==> src/rtl/frame_reader_pkg.sv <==
// Shared types and constants for the frame reader.
// Defaults describe an 800x480 panel.
package video_pkg;

    typedef enum logic [1:0] {
        IDLE = 2'd0,
        REQ  = 2'd1,
        WAIT = 2'd2
    } state_e;

    localparam int HDISP_DEF = 800;
    localparam int VDISP_DEF = 480;

    function automatic int cnt_w(input int n);
        return (n > 1) ? $clog2(n) : 1;
    endfunction

endpackage

==> src/rtl/frame_reader_if.sv <==
// Pixel stream handshake: word plus start-of-frame tag.
// master is the source side, slave the sink side.
interface frame_reader_if;
    logic [31:0] data;
    logic        sof;
    logic        valid;
    logic        ready;

    modport master (
        output data,
        output sof,
        output valid,
        input  ready
    );

    modport slave (
        input  data,
        input  sof,
        input  valid,
        output ready
    );
endinterface

==> src/rtl/frame_reader_fifo.sv <==
// Synchronous first-word-fall-through FIFO carrying a word and sof tag.
// The head is gated to zero while empty so the stream idles clean.
module frame_fifo #(
    parameter int DEPTH = 16,
    localparam int AW = $clog2(DEPTH),
    localparam int CW = AW + 1
) (
    input  logic          clk_i,
    input  logic          rst_ni,
    input  logic          push_i,
    input  logic [31:0]   data_i,
    input  logic          sof_i,
    output logic [CW-1:0] count_o,
    frame_reader_if.master px
);

    logic [32:0]   mem_q [DEPTH];
    logic [AW-1:0] rd_q;
    logic [AW-1:0] wr_q;
    logic [CW-1:0] cnt_q;
    logic [32:0]   head;
    logic          pop;

    assign pop  = px.valid & px.ready;
    assign head = mem_q[rd_q];

    always_ff @(posedge clk_i) begin
        if (push_i) begin
            mem_q[wr_q] <= {sof_i, data_i};
        end
    end

    always_ff @(posedge clk_i) begin
        if (!rst_ni) begin
            rd_q  <= '0;
            wr_q  <= '0;
            cnt_q <= '0;
        end else begin
            if (push_i) wr_q <= wr_q + 1'b1;
            if (pop)    rd_q <= rd_q + 1'b1;
            cnt_q <= cnt_q + CW'(push_i) - CW'(pop);
        end
    end

    assign count_o  = cnt_q;
    assign px.valid = (cnt_q != '0);
    assign px.data  = px.valid ? head[31:0] : 32'h0;
    assign px.sof   = px.valid & head[32];

endmodule

==> src/rtl/frame_reader.sv <==
// Wishbone frame fetcher: reads a frame word by word into a FWFT FIFO,
// one request in flight, stopping only at frame boundaries.
module frame_reader
    import video_pkg::*;
#(
    parameter int          HDISP      = HDISP_DEF,
    parameter int          VDISP      = VDISP_DEF,
    parameter logic [31:0] BASE_ADR   = 32'h0000_0000,
    parameter int          FIFO_DEPTH = 16
) (
    input  logic        sys_clk,
    input  logic        sys_rst_n,
    input  logic        enable,
    output logic        wb_cyc,
    output logic        wb_stb,
    output logic        wb_we,
    output logic [31:0] wb_adr,
    output logic [3:0]  wb_sel,
    input  logic [31:0] wb_dat_sm,
    input  logic        wb_ack,
    output logic [31:0] px_data,
    output logic        px_valid,
    input  logic        px_ready,
    output logic        px_sof,
    output logic        frame_done
);

    localparam int N  = HDISP * VDISP;
    localparam int KW = cnt_w(N);
    localparam int CW = $clog2(FIFO_DEPTH) + 1;
    localparam logic [KW-1:0] K_LAST  = KW'(N - 1);
    localparam logic [CW:0]   DEPTH_X = (CW + 1)'(FIFO_DEPTH);

    state_e        state_q;
    logic          cyc_q;
    logic          done_q;
    logic [31:0]   adr_q;
    logic [KW-1:0] k_q;

    logic [CW-1:0] count;
    logic [CW:0]   fill_d;
    logic          push;
    logic          pop;
    logic          last;
    logic          room_now;
    logic          room_next;

    frame_reader_if px_bus ();

    assign push = (state_q == REQ) & wb_ack;
    assign pop  = px_bus.valid & px_ready;
    assign last = (k_q == K_LAST);

    // Fill level after this cycle's push/pop decides whether to keep requesting.
    assign fill_d    = {1'b0, count} + (CW + 1)'(push) - (CW + 1)'(pop);
    assign room_next = (fill_d < DEPTH_X);
    assign room_now  = ({1'b0, count} < DEPTH_X);

    always_ff @(posedge sys_clk) begin
        if (!sys_rst_n) begin
            state_q <= IDLE;
            cyc_q   <= 1'b0;
            done_q  <= 1'b0;
            adr_q   <= BASE_ADR;
            k_q     <= '0;
        end else begin
            done_q <= push & last;
            unique case (state_q)
                IDLE: begin
                    if (enable && room_now) begin
                        state_q <= REQ;
                        cyc_q   <= 1'b1;
                    end
                end
                REQ: begin
                    if (wb_ack) begin
                        k_q   <= last ? '0 : k_q + 1'b1;
                        adr_q <= last ? BASE_ADR : adr_q + 32'd4;
                        if (last && !enable) begin
                            state_q <= IDLE;
                            cyc_q   <= 1'b0;
                        end else if (room_next) begin
                            state_q <= REQ;
                            cyc_q   <= 1'b1;
                        end else begin
                            state_q <= WAIT;
                            cyc_q   <= 1'b0;
                        end
                    end
                end
                WAIT: begin
                    if (room_now) begin
                        state_q <= REQ;
                        cyc_q   <= 1'b1;
                    end
                end
                default: begin
                    state_q <= IDLE;
                    cyc_q   <= 1'b0;
                end
            endcase
        end
    end

    frame_fifo #(
        .DEPTH (FIFO_DEPTH)
    ) u_fifo (
        .clk_i   (sys_clk),
        .rst_ni  (sys_rst_n),
        .push_i  (push),
        .data_i  (wb_dat_sm),
        .sof_i   (k_q == '0),
        .count_o (count),
        .px      (px_bus)
    );

    assign px_bus.ready = px_ready;

    assign wb_cyc     = cyc_q;
    assign wb_stb     = cyc_q;
    assign wb_we      = 1'b0;
    assign wb_sel     = 4'hF;
    assign wb_adr     = adr_q;
    assign frame_done = done_q;
    assign px_data    = px_bus.data;
    assign px_valid   = px_bus.valid;
    assign px_sof     = px_bus.sof;

endmodule

==> config.mk <==
export PLATFORM = sky130hd
export DESIGN_NAME = frame_reader
export DESIGN_NICKNAME = d
export VERILOG_FILES = /design/src/rtl/frame_reader_pkg.sv /design/src/rtl/frame_reader_if.sv /design/src/rtl/frame_reader_fifo.sv /design/src/rtl/frame_reader.sv
export SDC_FILE = /design/constraint.sdc
export NUM_CORES = 1
export LEC_CHECK = 0
export ABC_CLOCK_PERIOD_IN_PS = 4500
export CORE_MARGIN = 4
export CORE_UTILIZATION = 54
export CTS_CLUSTER_DIAMETER = 150
export CTS_CLUSTER_SIZE = 28
export DETAILED_ROUTE_END_ITERATION = 8
export GPL_TIMING_DRIVEN = 0
export PLACE_DENSITY = 0.75
export SLEW_MARGIN = 0
export SYNTH_ARGS = -nofsm -noshare
export SYNTH_HDL_FRONTEND = slang
export SYNTH_SLANG_ARGS = --single-unit
==> constraint.sdc <==
create_clock -name sys_clk -period 4.5 [get_ports sys_clk]
set_clock_uncertainty 0.2 [all_clocks]
set_input_delay 0.675 -clock sys_clk [delete_from_list [all_inputs] [get_ports sys_clk]]
set_output_delay 0.675 -clock sys_clk [all_outputs]
set_load 0.01 [all_outputs]
==> Yosys cells after proc, flatten, opt, wreduce, memory -nomap -nowiden <==
Memories as Yosys holds them, arrays and structs flattened. A register that Yosys moved wholly into a read port is not among the register bits.
Cells that the tools add are included.
{ "word_totals": {"input_bits": 37, "wordCells": 56, "reg_bits": 68, "output_inout_bits": 74, "mem_bits_rw": 528, "n_memories": 1} }
{ "classes": {"eq_ne": 6, "n_reduce_logical": 8, "bitwise_logic": 4, "mux": 19, "order_cmp": 2, "n_addsub": 8} }
{ "memory_table": {"columns": ["name", "depth", "width", "rd", "rd_ports_with_merged_regs", "wr", "line_no", "source"], "rows": [
  ["u_fifo.mem_q", 16, 33, 1, 1, 1, "frame_reader_fifo.sv:17", "logic [32:0] mem_q [DEPTH];"]
]} }
{ "op_table": {"columns": ["cell", "n"], "rows": [
  ["two-way mux 32 bit", 2],
  ["adder 32 x 3 -> 32 bit, second input constant", 1],
  ["adder 19 x 1 -> 19 bit, second input constant", 1],
  ["== test 19 bit, second input constant", 1],
  ["zero test 19 bit", 1],
  ["two-way mux 19 bit", 1],
  ["two-way mux 2 bit", 5],
  ["adder 4 x 1 -> 4 bit, second input constant", 2],
  ["two-way mux 4 bit", 2],
  ["two-way mux 1 bit", 7],
  ["adder 5 x 1 -> 6 bit", 1],
  ["< comparator 6 x 5 -> 1 bit, second input constant", 1],
  ["inequality test 2 bit, second input constant", 3],
  ["one-hot mux 2 bit (3 select lines)", 1],
  ["subtractor 6 x 1 -> 6 bit", 1],
  ["adder 5 x 1 -> 5 bit", 1],
  ["< comparator 5 bit, second input constant", 1],
  ["nonzero test 5 bit", 1],
  ["subtractor 5 x 1 -> 5 bit", 1],
  ["AND 1 bit", 4],
  ["one-hot mux 1 bit (3 select lines)", 1],
  ["AND reduction 3 bit", 1],
  ["== test 2 x 1 -> 1 bit, second input constant", 1],
  ["== test 2 bit, second input constant", 1],
  ["4 further kinds", 5]
]} }

==> Longest topological paths before layout <==
{ "logic_depth": {"ltp_word": 9, "mapped_depth": 14, "depth_no_buf": 13} }

==> Hierarchy <==
A second synthesis with hierarchy kept.
{ "unflattened": {"hier_cells": 1340, "hier_area_um2": 23902.9} }
{ "by_module_without_submodules": {"columns": ["module", "cells_per_inst", "instances", "area_each_um2", "seq_area_each_um2"], "rows": [
  ["frame_fifo", 1026, 1, 21206.6, 16195.5],
  ["frame_reader", 314, 1, 2696.3, 1041.0]
]} }

==> Least setup slack after synthesis <==
OpenSTA, ideal clock, no wires.
{ "synth_path": {"path_kind": "input port to flip-flop", "from": "input wb_ack", "to": "memory u_fifo.mem_q[0][0], enable pin", "stages": 5, "required_time_ns": 3.836, "setup_time_ns": 0.464, "setup_slack_ns": 0.019, "arrival_time_ns": 3.817, "path_buffers": 1, "cell_sequence": "nand3b_1 -> inv_2 -> buf_1 -> nand2_1 -> nor3_1"} }
{ "synth_between": {"elab_chain_cells": 3} }
{ "synth_rtl": {"columns": ["element", "line_no", "source"], "rows": [
  ["start, declared", "frame_reader.sv:20", "input logic wb_ack,"],
  ["AND 1 bit", "frame_reader.sv:50", "assign push = (state_q == REQ) & wb_ack;"],
  ["named net push", "frame_reader.sv:42", "logic push;"],
  ["two-way mux 1 bit", "frame_reader_fifo.sv:28", "if (push_i) begin"],
  ["two-way mux 1 bit (not written as such)", "frame_reader_fifo.sv:29", "mem_q[wr_q] <= {sof_i, data_i};"],
  ["end, declared", "frame_reader_fifo.sv:17", null]
]} }
The timed path passes the listed nets, and every way through them passes these cells.

==> metrics.cfg <==
[outcome]
status=finished, final reports clean

[synth]
synth.distinct_cells=44
synth_edf_count=528
syn_avg_cell_area_um2=20.0
async_flop_share=0
synth_area_um2=23300
synth_seq_area_share=0.739
post-synth-top-count-cell=edfxtp_1
synthTopCellsByCount=edfxtp_1, mux4_2, nor2_1
synth.largest_area_cell=edfxtp_1
synth_top_area_frac=0.679
yosys_warnings=0
syn_inst=1165
synth_flop_cell=edfxtp_1
synth_area_leaders=edfxtp_1, mux4_2, dfxtp_1
ys_ff_latch=597

[sta]
hold_viol_final=0
setup_ws_ns=0.133
drv_slew=0
tns_ns=0
min_period_ns=4.37
slew_headroom=0.370
max_freq_ghz=0.229
tightest_slew_ns=0.940
setup_viol=0
fin_crit_sh=0.970
rsz0062_at_grt=false

[placed_design]
dpl.hpwl_um=31500
post-place-ws_ns=0.117
place_inst=1878
placed_cell_area_um2=25700
globalplace.congestion=0.770
port_buffers=103

[floorplan]
die_h_um=216
die_w_um=216
start_util=0.551
row_count=75
coreArea_um2=42300
dieArea_um2=46600
ios=111

[setup_path]
worstPathRequired_ns=3.62
critPathMaxFanout=10
crit_type=register to output pin
worstSetupStartpointType=register
critPathSlowestCell=clkbuf_1
max_stage_delay_ns=0.69
crit_top_cell=mux4_2
crit_chain=clkbuf_1, mux4_2, mux4_2, and2_1, clkdlybuf4s50_1
arrival_ns=3.49
cp-end-kind=output pin

[clock_tree]
cts_buffers=25
cts_tree=done
clk_path_buf_depth=3
cts-root-buf=clkbuf_16
htree_levels=1
clock_sinks=597
clk_latency_ns=0.59
clkSlewWorstSetupHoldPaths_ns=0.11

[drt]
viasPerCell=5.96
wl_per_cell_um=25.5
initialDrtViolationCount=1326
first_pass_iters=5
wl_um=48700
postRouteAntennaNets=0
vias=11400
drc_errors=0

[min_path]
hp-class=register to register

[pwr]
ir_drop_uv=229
leakage_nw=8.09
seqPwrFrac=0.526
power.share.switching=0.257
p_comb_frac=0.251
power.internal_mw=8.77
clkPwrFrac=0.223
p_switching_mw=3.03
p_per_area_nw_per_um2=448

[grt]
grt_antenna_before_repair=2
grtUsageTotal=0.210
grt_pass1_wl_um=73900
grt_pass1_vias=11800
overflow=0
grt_max_degree=30

[cells_and_area]
drive_gt1_frac=0.209
fill_cells=2870
design_area_um2=26400
final_util=0.623
fin_nets=1380
layout.cells.non_filler=1913
syn_to_final_growth_pct=12.9

[job]
drv_cap=0

## sequential cells by signal (all words and copies together), names as in the netlist, named ones only
signal and count:
wb_adr 30, u_fifo.wr_q 4, k_q 19, u_fifo.rd_q 4
frame_done 1, u_fifo.mem_q 528, u_fifo.count_o 5, state_q 2
## power groups by stage
| stage | Sequential [mW] | Combinational (mW) | Clock, mW |
|---|---|---|---|
| 2_1_floorplan | 6.33 | 1.87 | 0 |
| 4_1_cts | 6.21 | 3.02 | 2.68 |
| 3_5_place_dp | 6.34 | 3.00 | 0 |
| 3_3_place_gp | 6.34 | 2.91 | 0 |
| 5_1_grt | 6.23 | 3.19 | 2.87 |
| 6_report | 6.21 | 2.97 | 2.63 |
## metal layers
metal  GRT usage  routed length (um)  vias to the layer above  part of all wire
met5           0                  12                        -           0.00025
met4      0.0367                 842                        2             0.017
met2       0.344               24200                      456              0.50
li1            -                   -                     4934                 -
met1       0.307               20000                     5961              0.41
met3      0.0361                3740                       56             0.077
## final timing paths
check                          startpoint                            end  slack, ns  depth (start not counted)
setup reg to reg  state_q[0]$_SDFFE_PN0P_  u_fifo.mem_q[2][11]$_DFFE_PP_       0.93                          8
hold / removal        k_q[1]$_SDFFE_PN0N_            k_q[1]$_SDFFE_PN0N_       0.30                          2
setup / recovery                 register                     px_data[0]       0.13                          5
hold reg to reg       k_q[1]$_SDFFE_PN0N_            k_q[1]$_SDFFE_PN0N_       0.30                          2
## worst max-delay path: cells and delay by family, from the launching register on
family | cells | cell delay (ns)
buffers and inverters | 2 | 1.19
DFF | 1 | 0.58
muxes | 2 | 0.89
and+or+nand+nor | 1 | 0.24
## per-stage QoR
step,power [mW],hold WS [ns]
after floorplan,8.20,0.258
after global placement,9.25,0.269
after detailed placement,9.34,0.287
after CTS,11.9,0.302
after global routing,12.3,0.335
final,11.8,0.299
## what timing repair did
item / in CTS / in global routing
setup buffers: 0 / 0
hold buffers: 0 / 0
gates resized for setup: 12 / 7
gates cloned: 0 / 0
endpoints found under the setup margin: 33 / 20
## logic make-up after synthesis
kind of cell,after synthesis,synth area share
and+or+nand+nor,230,0.0498
muxes,166,0.160
DFF,597,0.739
xor gates and xnor gates,53,0.0199
adders and majority gates,16,0.00890
other,2,0.000322
buffers and inverters,82,0.0177
AOI/OAI and AO/OA,19,0.00509
## cell usage in the layout (no fill, tap or decap), drive strengths merged, types with 2 or more instances in the layout
cell and count:
buf 64, and2 39, and4 2, conb 7
nand3 16, nand2 33, nand4 20, ha 15
nor3 8, inv 21, edfxtp 528, a21oi 8
xor2 39, clkdlybuf4s50 103, and3 9, dfxtp 69
nand2b 2, nand4b 4, o21ai 5, mux4 165
clkbuf 59, nor2b 3, nor4 6, xnor2 14
or3 3, nor2 80
## area by class of cell
class / instances / area (um^2) / area share
Clock inverter: 2 / 28.8 / 0.00109
Inverter: 19 / 71.3 / 0.00271
Tap cell: 577 / 722 / 0.0274
Multi-Input combinational cell: 491 / 5820 / 0.221
Timing Repair Buffer: 131 / 1470 / 0.0556
Buffer: 62 / 354 / 0.0134
Antenna cell: 1 / 2.50 / 0.0000949
Clock buffer: 33 / 656 / 0.0249
Sequential cell: 597 / 17200 / 0.654
Note: power is estimated with default switching activity, not from simulation.
